[config.mk]
export PLATFORM = sky130hd
export DESIGN_NAME = vending_controller_param
export DESIGN_NICKNAME = d
export VERILOG_FILES = /design/src/rtl/vending_controller_param.sv
export SDC_FILE = /design/constraint.sdc
export NUM_CORES = 1
export LEC_CHECK = 0
export CAP_MARGIN = 20
export CORE_MARGIN = 10
export CORE_UTILIZATION = 57
export DETAILED_ROUTE_END_ITERATION = 8
export PLACE_DENSITY = 0.91
export SLEW_MARGIN = 30
export SYNTH_ARGS = -nofsm -noshare
export SYNTH_HDL_FRONTEND = slang
export SYNTH_SLANG_ARGS = --single-unit
[constraint.sdc]
create_clock -name clk -period 12.5 [get_ports clk]
set_input_delay 3.125 -clock clk [delete_from_list [all_inputs] [get_ports clk]]
set_output_delay 3.125 -clock clk [all_outputs]
set_load 0.05 [all_outputs]
[src/rtl/vending_controller_param.sv]
// vending_controller_param
// Parametrised vending controller: N items with per-item inventory, coin or
// card payment, cancel/timeout refund and greedy change paid one coin per
// valid/ready beat. All outputs are registered (one cycle after the inputs
// are sampled).
// Ports:
//   clk, rst_n                         clock, async active-low reset
//   nickel, dime, quarter, dollar      one-cycle coin pulses (5/10/25/100 c)
//   sel_valid, sel_index, pay_card     selection strobe, item, card payment
//   card_balance                       card funds, sampled with sel_valid
//   cancel                             user cancel pulse
//   price_flat                         item i price at [i*PRICE_W +: PRICE_W]
//   restock_valid/index/count          restock request
//   restock_ack                        restock applied
//   vend_valid, vend_index             dispense pulse and item
//   card_debit, card_amt               card charge pulse and amount
//   coin_reject, sel_error             coin returned / selection refused
//   change_valid, change_coin          change coin offer (01 N, 10 D, 11 Q)
//   change_ready                       hopper accepts coin
//   balance, sold_out, busy            credit, empty items, not idle
module vending_controller_param #(
  parameter int NUM_ITEMS   = 8,
  parameter int IDX_W       = 3,
  parameter int PRICE_W     = 9,
  parameter int INV_W       = 3,
  parameter int TIMEOUT_CYC = 40
) (
  input  logic                           clk,
  input  logic                           rst_n,
  input  logic                           nickel,
  input  logic                           dime,
  input  logic                           quarter,
  input  logic                           dollar,
  input  logic                           sel_valid,
  input  logic [IDX_W-1:0]               sel_index,
  input  logic                           pay_card,
  input  logic [PRICE_W-1:0]             card_balance,
  input  logic                           cancel,
  input  logic [NUM_ITEMS*PRICE_W-1:0]   price_flat,
  input  logic                           restock_valid,
  input  logic [IDX_W-1:0]               restock_index,
  input  logic [INV_W-1:0]               restock_count,
  output logic                           restock_ack,
  output logic                           vend_valid,
  output logic [IDX_W-1:0]               vend_index,
  output logic                           card_debit,
  output logic [PRICE_W-1:0]             card_amt,
  output logic                           coin_reject,
  output logic                           sel_error,
  output logic                           change_valid,
  output logic [1:0]                     change_coin,
  input  logic                           change_ready,
  output logic [PRICE_W-1:0]             balance,
  output logic [NUM_ITEMS-1:0]           sold_out,
  output logic                           busy
);

  localparam logic [1:0] ST_IDLE    = 2'd0;
  localparam logic [1:0] ST_COLLECT = 2'd1;
  localparam logic [1:0] ST_VEND    = 2'd2;
  localparam logic [1:0] ST_CHANGE  = 2'd3;

  localparam int SUM_W = PRICE_W + 1;
  localparam int TMO_W = $clog2(TIMEOUT_CYC + 1);
  localparam logic [TMO_W-1:0] TMO_LIMIT = TMO_W'(TIMEOUT_CYC);
  localparam logic [SUM_W-1:0] BAL_MAX   = {1'b0, {PRICE_W{1'b1}}};
  localparam logic [IDX_W:0]   NUM_L     = (IDX_W + 1)'(NUM_ITEMS);

  // Value in cents of a change-coin code.
  function automatic logic [PRICE_W-1:0] coin_value(input logic [1:0] coin);
    case (coin)
      2'b11:   coin_value = PRICE_W'(25);
      2'b10:   coin_value = PRICE_W'(10);
      2'b01:   coin_value = PRICE_W'(5);
      default: coin_value = {PRICE_W{1'b0}};
    endcase
  endfunction

  // Largest coin not exceeding the remaining credit (nickel as the floor).
  function automatic logic [1:0] greedy_coin(input logic [PRICE_W-1:0] bal);
    if (bal >= PRICE_W'(25)) begin
      greedy_coin = 2'b11;
    end else if (bal >= PRICE_W'(10)) begin
      greedy_coin = 2'b10;
    end else begin
      greedy_coin = 2'b01;
    end
  endfunction

  // Inventory add that clamps at the counter maximum instead of wrapping.
  function automatic logic [INV_W-1:0] sat_add(input logic [INV_W-1:0] a,
                                               input logic [INV_W-1:0] b);
    logic [INV_W:0] s;
    s = {1'b0, a} + {1'b0, b};
    sat_add = s[INV_W] ? {INV_W{1'b1}} : s[INV_W-1:0];
  endfunction

  logic [1:0]                      state_r, state_s;
  logic [PRICE_W-1:0]              balance_r, balance_s;
  logic [NUM_ITEMS-1:0][INV_W-1:0] inv_r, inv_s;
  logic [TMO_W-1:0]                tmo_r, tmo_s, tmo_inc_s;
  logic [IDX_W-1:0]                vend_index_r, vend_index_s;
  logic                            vend_valid_r, card_debit_r, coin_reject_r;
  logic                            sel_error_r, change_valid_r, restock_ack_r, busy_r;
  logic [PRICE_W-1:0]              card_amt_r, card_amt_s;
  logic [1:0]                      change_coin_r;
  logic [NUM_ITEMS-1:0]            sold_out_r, sold_out_s;
  logic                            card_debit_s, coin_reject_s, sel_error_s, restock_ack_s;

  logic [PRICE_W-1:0] sel_price_s, bal_after_s;
  logic               sel_stock_s, sel_in_range_s, rs_go_s;
  logic [SUM_W-1:0]   coin_sum_s, sum_ext_s;
  logic               any_coin_s, overflow_s, coin_ok_s, tmo_hit_s;

  // Price and stock lookup for the selected item, coin arithmetic.
  always_comb begin
    sel_price_s = {PRICE_W{1'b0}};
    sel_stock_s = 1'b0;
    for (int i = 0; i < NUM_ITEMS; i++) begin
      sel_price_s = (sel_index == IDX_W'(i)) ? price_flat[i*PRICE_W +: PRICE_W] : sel_price_s;
      sel_stock_s = (sel_index == IDX_W'(i)) ? (inv_r[i] != {INV_W{1'b0}}) : sel_stock_s;
    end
    sel_in_range_s = ({1'b0, sel_index} < NUM_L);
    any_coin_s = nickel | dime | quarter | dollar;
    coin_sum_s = (nickel  ? SUM_W'(5)   : {SUM_W{1'b0}})
               + (dime    ? SUM_W'(10)  : {SUM_W{1'b0}})
               + (quarter ? SUM_W'(25)  : {SUM_W{1'b0}})
               + (dollar  ? SUM_W'(100) : {SUM_W{1'b0}});
    sum_ext_s  = {1'b0, balance_r} + coin_sum_s;
    overflow_s = (sum_ext_s > BAL_MAX);
    rs_go_s    = (state_r == ST_IDLE) && restock_valid && !sel_valid
                 && ({1'b0, restock_index} < NUM_L);
  end

  // Next-state, credit, inventory and pulse computation.
  always_comb begin
    state_s       = state_r;
    balance_s     = balance_r;
    inv_s         = inv_r;
    tmo_s         = {TMO_W{1'b0}};
    tmo_inc_s     = {TMO_W{1'b0}};
    tmo_hit_s     = 1'b0;
    vend_index_s  = vend_index_r;
    card_debit_s  = 1'b0;
    card_amt_s    = {PRICE_W{1'b0}};
    coin_reject_s = 1'b0;
    sel_error_s   = 1'b0;
    restock_ack_s = 1'b0;
    coin_ok_s     = 1'b0;
    bal_after_s   = balance_r;
    case (state_r)
      ST_IDLE, ST_COLLECT: begin
        // Coins are credited before any same-cycle selection is priced.
        if (any_coin_s) begin
          if (overflow_s) begin
            coin_reject_s = 1'b1;
          end else begin
            coin_ok_s   = 1'b1;
            bal_after_s = sum_ext_s[PRICE_W-1:0];
          end
        end else begin
          bal_after_s = balance_r;
        end
        balance_s = bal_after_s;
        tmo_inc_s = (coin_ok_s || sel_valid) ? {TMO_W{1'b0}} : (tmo_r + TMO_W'(1));
        tmo_hit_s = (state_r == ST_COLLECT) && !coin_ok_s && !sel_valid
                    && (tmo_inc_s == TMO_LIMIT);
        // Cancel outranks a same-cycle selection.
        if ((state_r == ST_COLLECT) && (cancel || tmo_hit_s)) begin
          state_s = ST_CHANGE;
        end else if (sel_valid) begin
          if (!sel_in_range_s || !sel_stock_s) begin
            sel_error_s = 1'b1;
          end else if (pay_card) begin
            if ((state_r == ST_IDLE) && (card_balance >= sel_price_s)) begin
              card_debit_s = 1'b1;
              card_amt_s   = sel_price_s;
              state_s      = ST_VEND;
              vend_index_s = sel_index;
            end else begin
              sel_error_s = 1'b1;
            end
          end else if (bal_after_s >= sel_price_s) begin
            balance_s    = bal_after_s - sel_price_s;
            state_s      = ST_VEND;
            vend_index_s = sel_index;
          end else begin
            sel_error_s = 1'b1;
          end
        end else begin
          state_s = state_r;
        end
        // Any accepted coin leaves IDLE, even alongside a refused selection.
        state_s = ((state_s == ST_IDLE) && coin_ok_s) ? ST_COLLECT : state_s;
        tmo_s   = ((state_r == ST_COLLECT) && (state_s == ST_COLLECT)) ? tmo_inc_s
                                                                       : {TMO_W{1'b0}};
        restock_ack_s = rs_go_s;
        for (int i = 0; i < NUM_ITEMS; i++) begin
          inv_s[i] = (rs_go_s && (restock_index == IDX_W'(i)))
                     ? sat_add(inv_r[i], restock_count) : inv_r[i];
        end
      end
      ST_VEND: begin
        coin_reject_s = any_coin_s;
        for (int i = 0; i < NUM_ITEMS; i++) begin
          inv_s[i] = ((vend_index_r == IDX_W'(i)) && (inv_r[i] != {INV_W{1'b0}}))
                     ? (inv_r[i] - INV_W'(1)) : inv_r[i];
        end
        state_s = (balance_r != {PRICE_W{1'b0}}) ? ST_CHANGE : ST_IDLE;
      end
      ST_CHANGE: begin
        coin_reject_s = any_coin_s;
        if (balance_r == {PRICE_W{1'b0}}) begin
          state_s = ST_IDLE;
        end else if (change_valid_r && change_ready) begin
          balance_s = balance_r - coin_value(change_coin_r);
          state_s   = (balance_s == {PRICE_W{1'b0}}) ? ST_IDLE : ST_CHANGE;
        end else begin
          state_s = ST_CHANGE;
        end
      end
      default: begin
        state_s   = ST_IDLE;
        balance_s = {PRICE_W{1'b0}};
      end
    endcase
    for (int i = 0; i < NUM_ITEMS; i++) begin
      sold_out_s[i] = (inv_s[i] == {INV_W{1'b0}});
    end
  end

  // State, credit, inventory and registered output update.
  always_ff @(posedge clk or negedge rst_n) begin
    if (!rst_n) begin
      state_r        <= ST_IDLE;
      balance_r      <= {PRICE_W{1'b0}};
      inv_r          <= {(NUM_ITEMS*INV_W){1'b0}};
      tmo_r          <= {TMO_W{1'b0}};
      vend_index_r   <= {IDX_W{1'b0}};
      vend_valid_r   <= 1'b0;
      card_debit_r   <= 1'b0;
      card_amt_r     <= {PRICE_W{1'b0}};
      coin_reject_r  <= 1'b0;
      sel_error_r    <= 1'b0;
      change_valid_r <= 1'b0;
      change_coin_r  <= 2'b00;
      restock_ack_r  <= 1'b0;
      sold_out_r     <= {NUM_ITEMS{1'b1}};
      busy_r         <= 1'b0;
    end else begin
      state_r        <= state_s;
      balance_r      <= balance_s;
      inv_r          <= inv_s;
      tmo_r          <= tmo_s;
      vend_index_r   <= vend_index_s;
      vend_valid_r   <= (state_s == ST_VEND);
      card_debit_r   <= card_debit_s;
      card_amt_r     <= card_amt_s;
      coin_reject_r  <= coin_reject_s;
      sel_error_r    <= sel_error_s;
      change_valid_r <= (state_s == ST_CHANGE) && (balance_s != {PRICE_W{1'b0}});
      change_coin_r  <= greedy_coin(balance_s);
      restock_ack_r  <= restock_ack_s;
      sold_out_r     <= sold_out_s;
      busy_r         <= (state_s != ST_IDLE);
    end
  end

  assign restock_ack  = restock_ack_r;
  assign vend_valid   = vend_valid_r;
  assign vend_index   = vend_index_r;
  assign card_debit   = card_debit_r;
  assign card_amt     = card_amt_r;
  assign coin_reject  = coin_reject_r;
  assign sel_error    = sel_error_r;
  assign change_valid = change_valid_r;
  assign change_coin  = change_coin_r;
  assign balance      = balance_r;
  assign sold_out     = sold_out_r;
  assign busy         = busy_r;

endmodule

==> impl_metrics.tcl, run 1 <==
set metrics [dict create \
    skew_ns 0.007980 \
    cp.required_ns 12.70 \
    fillers 826 \
    cp.arrival_ns 8.80 \
    startpoint "nickel" \
    irDropWorstVdd_mv 0.1443 \
    numCtsBuffers 9 \
    critPathMaxFanout 11 \
    synth_top_area_share_pct 23.35 \
    synth.top_cells.by_area "dfrtp_1, ha_1, fa_1" \
    max_stage_delay_ns 0.54 \
    syn_inst 742 \
    drv_slew 0 \
    grt_pass1_vias 6270 \
    design.die.area_um2 16370 \
    start_kind "input pin" \
    drc 0 \
    ys_warn_count 0 \
    io_pins 139 \
    worst_r2r_startpoint "balance[2]" \
    fp.coreArea_um2 11420 \
    diodes 0 \
    cts_resized 0 \
    worstSkewPairLatency_ns 0.35 \
    vias 6358 \
    synth_fp_nets 932 \
    antenna_found_initial 0 \
    synthArstFlopShare_pct 100.0 \
    max_cap_viol_count 0 \
    ant_nets 0 \
    place_hpwl_um 15370 \
    netlist-cell-type-count 79 \
    synthFlopType "dfrtp_1" \
    rsz0062_at_grt "no" \
    drive_gt1_share_pct 7.771 \
    cpMostUsedCell "inv_1" \
    grt_usage_pct 24.53 \
    drtIter0Drc 636 \
    maxSlewHeadroom_pct 36.47 \
    cts_tree "done" \
    synth_edf_count 0 \
    wirelength_um 20170 \
    firstDrtPassIters 5 \
    placementRows 39 \
    port_buffers 138 \
    fmax_ghz 0.1163 \
    yosysSeqAreaShare_pct 26.52 \
    synth_top_area_cell "dfrtp_1" \
    die_w_um 128.0 \
    crit_type "in -> reg" \
    cts_sinks 70 \
    cts-root-buf "clkbuf_16" \
    final.period_utilization_pct 68.76 \
    min_path_type "reg -> reg" \
    syn_area_um2 6644 \
    setup_viol 0 \
    viasPerCell 6.246 \
    grt_pass1_wl_um 32700 \
    path_clk_slew_ns 0.06 \
    grt_max_degree 71 \
    hold_viol 0 \
    critPathSlowestCell "clkdlybuf4s50_1" \
    clockBufferDepth 2 \
    fin_tns_setup_ns 0 \
    die_y_um 128.0 \
    synth.avg_cell_area_um2 8.954 \
    period_needed_ns 8.596 \
    hold_start "tmo_r[0]" \
    post_cts_buffers 0 \
    place.gp.congestion 0.9388 \
    outcome "finished, final reports clean" \
    path_cells "clkdlybuf4s50_1 -> inv_1 -> fa_1 -> inv_1 -> fa_1 -> a21o_1 -> a221oi_2 -> o21bai_1 -> mux2i_1 -> inv_1 -> ha_1 -> nor2b_1 -> o31ai_1 -> a211oi_1 -> o2111a_2 -> o21a_1 -> mux2i_1 -> o41ai_2 -> nor2b_1 -> o221ai_1" \
    grt-ovfl-total 0 \
    worst_pin_slew_ns 0.9520 \
    ctsHoldBuffers 0 \
    ys_seq_elements 70 \
    wl_per_cell_um 19.81 \
    cp-end-kind "flip-flop" \
    power_density_nw_per_um2 243.5 \
    area_growth_pct 26.27 \
    start_util_pct 58.19 \
    nets 1060 \
    whs_ns 0.4799 \
    htreeDepth 3 \
    power.leakage_nw 3.622 \
]
[kinds of logic after synthesis]
kind of cell / count (synthesis) / share of synthesized area, %
xor+xnor: 38 / 5.009
buf+inv: 84 / 5.085
simple gates: 225 / 17.38
mux: 33 / 6.441
flops: 70 / 26.52
compound gates: 203 / 21.22
fa+ha+maj: 89 / 18.34
[cell usage in the layout (no fill, tap or decap), types with 12 or more instances in the layout]
cell type / count
clkdlybuf4s50_1: 136
ha_1: 75
nor2_1: 69
dfrtp_1: 62
inv_1: 60
nand2_1: 58
o21ai_0: 46
a21oi_1: 35
xnor2_1: 26
a21o_1: 20
nor3_1: 19
mux2i_1: 18
o221ai_1: 14
o21a_1: 14
fa_1: 14
nand4_1: 12
xor2_1: 12
[per-stage QoR]
step	setup WS [ns]	area, µm²	total power [mW]	instances	util, %
2_1_floorplan	4.873	6644	1.384	742	-
3_3_place_gp	3.966	8109	1.699	1002	71.02
3_5_place_dp	3.708	8109	1.739	1002	71.02
4_1_cts	3.997	8391	2.008	1018	73.48
5_1_grt	3.547	8389	2.187	1018	73.47
6_report	3.904	8389	2.042	1018	73.47
[critical path, delay by kind of cell]
family | cells | cell delay, ns
AOI/OAI and AO/OA | 9 | 2.57
adders and majority gates | 3 | 1.33
buffers and inverters | 4 | 0.79
muxes | 2 | 0.58
and+or+nand+nor | 2 | 0.40
[flip-flops by register name (all words and copies together), names as in the netlist]
register,flops
vend_index,3
busy,1
card_amt,9
change_coin,2
sel_error,1
vend_valid,1
restock_ack,1
card_debit,1
change_valid,1
state_r,2
coin_reject,1
tmo_r,6
inv_r,24
sold_out,8
balance,9
[routing by layer]
layer  track usage (%)  up-vias  part of all wire [%]
met5                 0        -                     0
met4             9.272        0                   3.2
met3             8.933       60                    11
met2             39.51      360                    47
met1             29.30     2979                    39
li1                  -     2959                     -
[area by class of cell]
| class | count | area [µm²] | area share (%) |
|---|---|---|---|
| multi-input combinational | 588 | 4544 | 54.17 |
| sequential | 70 | 1762 | 21.00 |
| timing repair buffer | 141 | 1398 | 16.66 |
| clock buffer | 9 | 225.2 | 2.685 |
| inverter | 60 | 225.2 | 2.685 |
| tap | 143 | 178.9 | 2.133 |
| clock inverter | 7 | 56.30 | 0.6711 |
[path summary, 6_finish.rpt]
path | slack [ns] | to | depth (start not counted)
max reg2reg | 6.77 | change_coin[0] | 19
min | 0.48 | tmo_r[0] | 1
max in group asynchronous | 9.16 | card_amt[8] | 2
max | 3.90 | change_coin[0] | 20
min reg2reg | 0.48 | tmo_r[0] | 1
min in group asynchronous | 2.88 | inv_r[6] | 2
[synthesized netlist by cell type, drive strengths merged, types with 16 or more instances]
cell,instances
inv,60
xnor2,26
a21o,20
dfrtp,62
ha,75
mux2i,19
nor2,69
o21ai,49
nor3,20
clkbuf,16
nand2,58
a21oi,35
[where the power goes]
part           internal [mW]  switching [mW]
registers              0.302          0.0954
clock network          0.137           0.112
logic                  0.573           0.824
total                   1.01            1.03
No activity file was read; power rests on OpenSTA's default activity.
==> run 2, diff against run 1 <==
Settings changed: CORE_UTILIZATION 57 to 53, PLACE_DENSITY 0.91 to 0.85.
Clock period 12.5 ns to 7.95 ns, I/O delays scaled along.
==> impl_metrics.tcl, run 2 (synthesis results as in run 1) <==
set metrics [dict create \
    nets 1062 \
    p_clk_share_pct 13.0 \
    firstDrtPassIters 5 \
    cpMostUsedCell "inv_1" \
    fillers 947 \
    cp.arrival_ns 7.47 \
    dp_cells 1029 \
    grt_pass1_vias 6270 \
    period_needed_ns 7.275 \
    outcome "finished, final reports clean" \
    internal_power_mw 1.631 \
    path_clk_slew_ns 0.06 \
    power.leakage_nw 3.646 \
    worst_pin_slew_ns 0.9485 \
    cts_resized 0 \
    crit_type "in -> reg" \
    power_density_nw_per_um2 378.3 \
    worstSkewPairLatency_ns 0.34 \
    p_switching_mw 1.571 \
    wl_per_cell_um 18.97 \
    place.gp.congestion 0.9606 \
    cts-root-buf "clkbuf_16" \
    setup_viol 0 \
    final_common_cell "clkdlybuf4s50_1" \
    antenna_found_initial 0 \
    fin_area_um2 8466 \
    largest_reg_flops 24 \
    fp.coreArea_um2 12160 \
    start_util_pct 54.63 \
    drtIter0Drc 551 \
    grt_usage_pct 22.34 \
    vias 6199 \
    irDropWorstVdd_mv 0.1899 \
    seqPwrFrac_pct 19.5 \
    skew_ns 0.009257 \
    cts_sinks 70 \
    path_cells "clkdlybuf4s50_1 -> inv_1 -> fa_1 -> inv_1 -> fa_1 -> a21o_1 -> a221oi_2 -> o21bai_1 -> mux2i_1 -> inv_1 -> ha_1 -> nor2b_1 -> o31ai_1 -> buf_4 -> a211oi_1 -> o2111a_2 -> o21a_1 -> mux2i_1 -> o41ai_2 -> nor2b_1 -> o221ai_1" \
    grt-ovfl-total 0 \
    maxSlewHeadroom_pct 36.70 \
    ctsHoldBuffers 0 \
    drv_slew 0 \
    cp-end-kind "flip-flop" \
    port_buffers 138 \
    grt_pass1_wl_um 32070 \
    final.period_utilization_pct 91.51 \
    numCtsBuffers 9 \
    htreeDepth 3 \
    diodes 0 \
    placementRows 40 \
    ant_nets 0 \
    fin_tns_setup_ns 0 \
    combinationalPowerShare_pct 67.5 \
    regArea_um2 1762 \
    min_path_type "reg -> reg" \
    sw_frac_of_total_pct 49.06 \
    pre_cts_ws_ns 0.3941 \
    layout_common_cells "clkdlybuf4s50_1, ha_1, nor2_1" \
    path_buf_inv 5 \
    area_growth_pct 27.42 \
    drc 0 \
    critPathMaxFanout 11 \
    cts_tree "done" \
    clockBufferDepth 2 \
    multiInputGateArea_um2 4544 \
    crit_family "compound AO/OA/AOI/OAI gates" \
    top_register "inv_r" \
    wirelength_um 19820 \
    dpl-instance-area_um2 8158 \
    final_cells 1045 \
    critPathSlowestCell "clkdlybuf4s50_1" \
    start_kind "input pin" \
    design.die.area_um2 17410 \
    hold_viol 0 \
    cp.required_ns 8.15 \
    post_cts_buffers 0 \
    drive_gt1_share_pct 7.868 \
    fin_util_pct 69.61 \
    rsz0062_at_grt "no" \
    whs_ns 0.5007 \
    die_w_um 132.0 \
    viasPerCell 5.932 \
    total_power_mw 3.202 \
    fmax_ghz 0.1375 \
    io_pins 139 \
    grt_max_degree 71 \
    die_y_um 132.0 \
    place_hpwl_um 15610 \
    setup_ws_ns 0.6752 \
    max_stage_delay_ns 0.55 \
    max_cap_viol_count 0 \
]
[run 2: cell count changes in the layout (fill, tap and decap cells not counted), sizes merged]
| cell | delta |
|---|---|
| clkinvlp | -1 |
| bufinv | +1 |
| clkdlybuf4s50 | +1 |
| buf | +1 |
[run 2: cell type report]
class                      count  area share (%)
clock buffer                   9           2.660
inverter                      60           2.660
sequential                    70           20.81
tap                          168           2.483
clock inverter                 7          0.9311
timing repair buffer         143           16.78
multi-input combinational    588           53.68
[run 2: metal layers]
| metal | global-route usage [%] | part of all wire (%) | vias up |
|---|---|---|---|
| met5 | 0 | 0 | - |
| met4 | 6.242 | 2.0 | 0 |
| met3 | 7.813 | 9.5 | 35 |
| met2 | 37.40 | 48 | 262 |
| met1 | 26.41 | 40 | 2944 |
| li1 | - | - | 2958 |
[run 2: path summary, 6_finish.rpt]
path                             from        endpoint  slack (ns)  depth (start not counted)
max reg2reg                balance[2]  change_coin[0]        2.37                         20
min in group asynchronous       rst_n        inv_r[7]        1.65                          1
max                            nickel  change_coin[0]        0.68                         21
min                        state_r[1]     restock_ack        0.50                          1
max in group asynchronous       rst_n       inv_r[13]        5.86                          1
min reg2reg                state_r[1]     restock_ack        0.50                          1
[run 2: worst register-to-register path, delay by kind of cell (launching register included)]
family,cells,cell delay [ns]
AOI/OAI and AO/OA,9,2.35
adders and majority gates,3,1.26
buffers and inverters,4,0.40
DFF,1,0.54
muxes,2,0.52
and+or+nand+nor,2,0.40
[run 2: power groups by stage]
stage	clock (mW)	combinational [mW]	sequential [mW]
2_1_floorplan	0	1.41	0.763
3_3_place_gp	0	2.07	0.624
3_5_place_dp	0	2.11	0.627
4_1_cts	0.420	2.14	0.622
5_1_grt	0.438	2.37	0.642
6_report	0.416	2.16	0.624
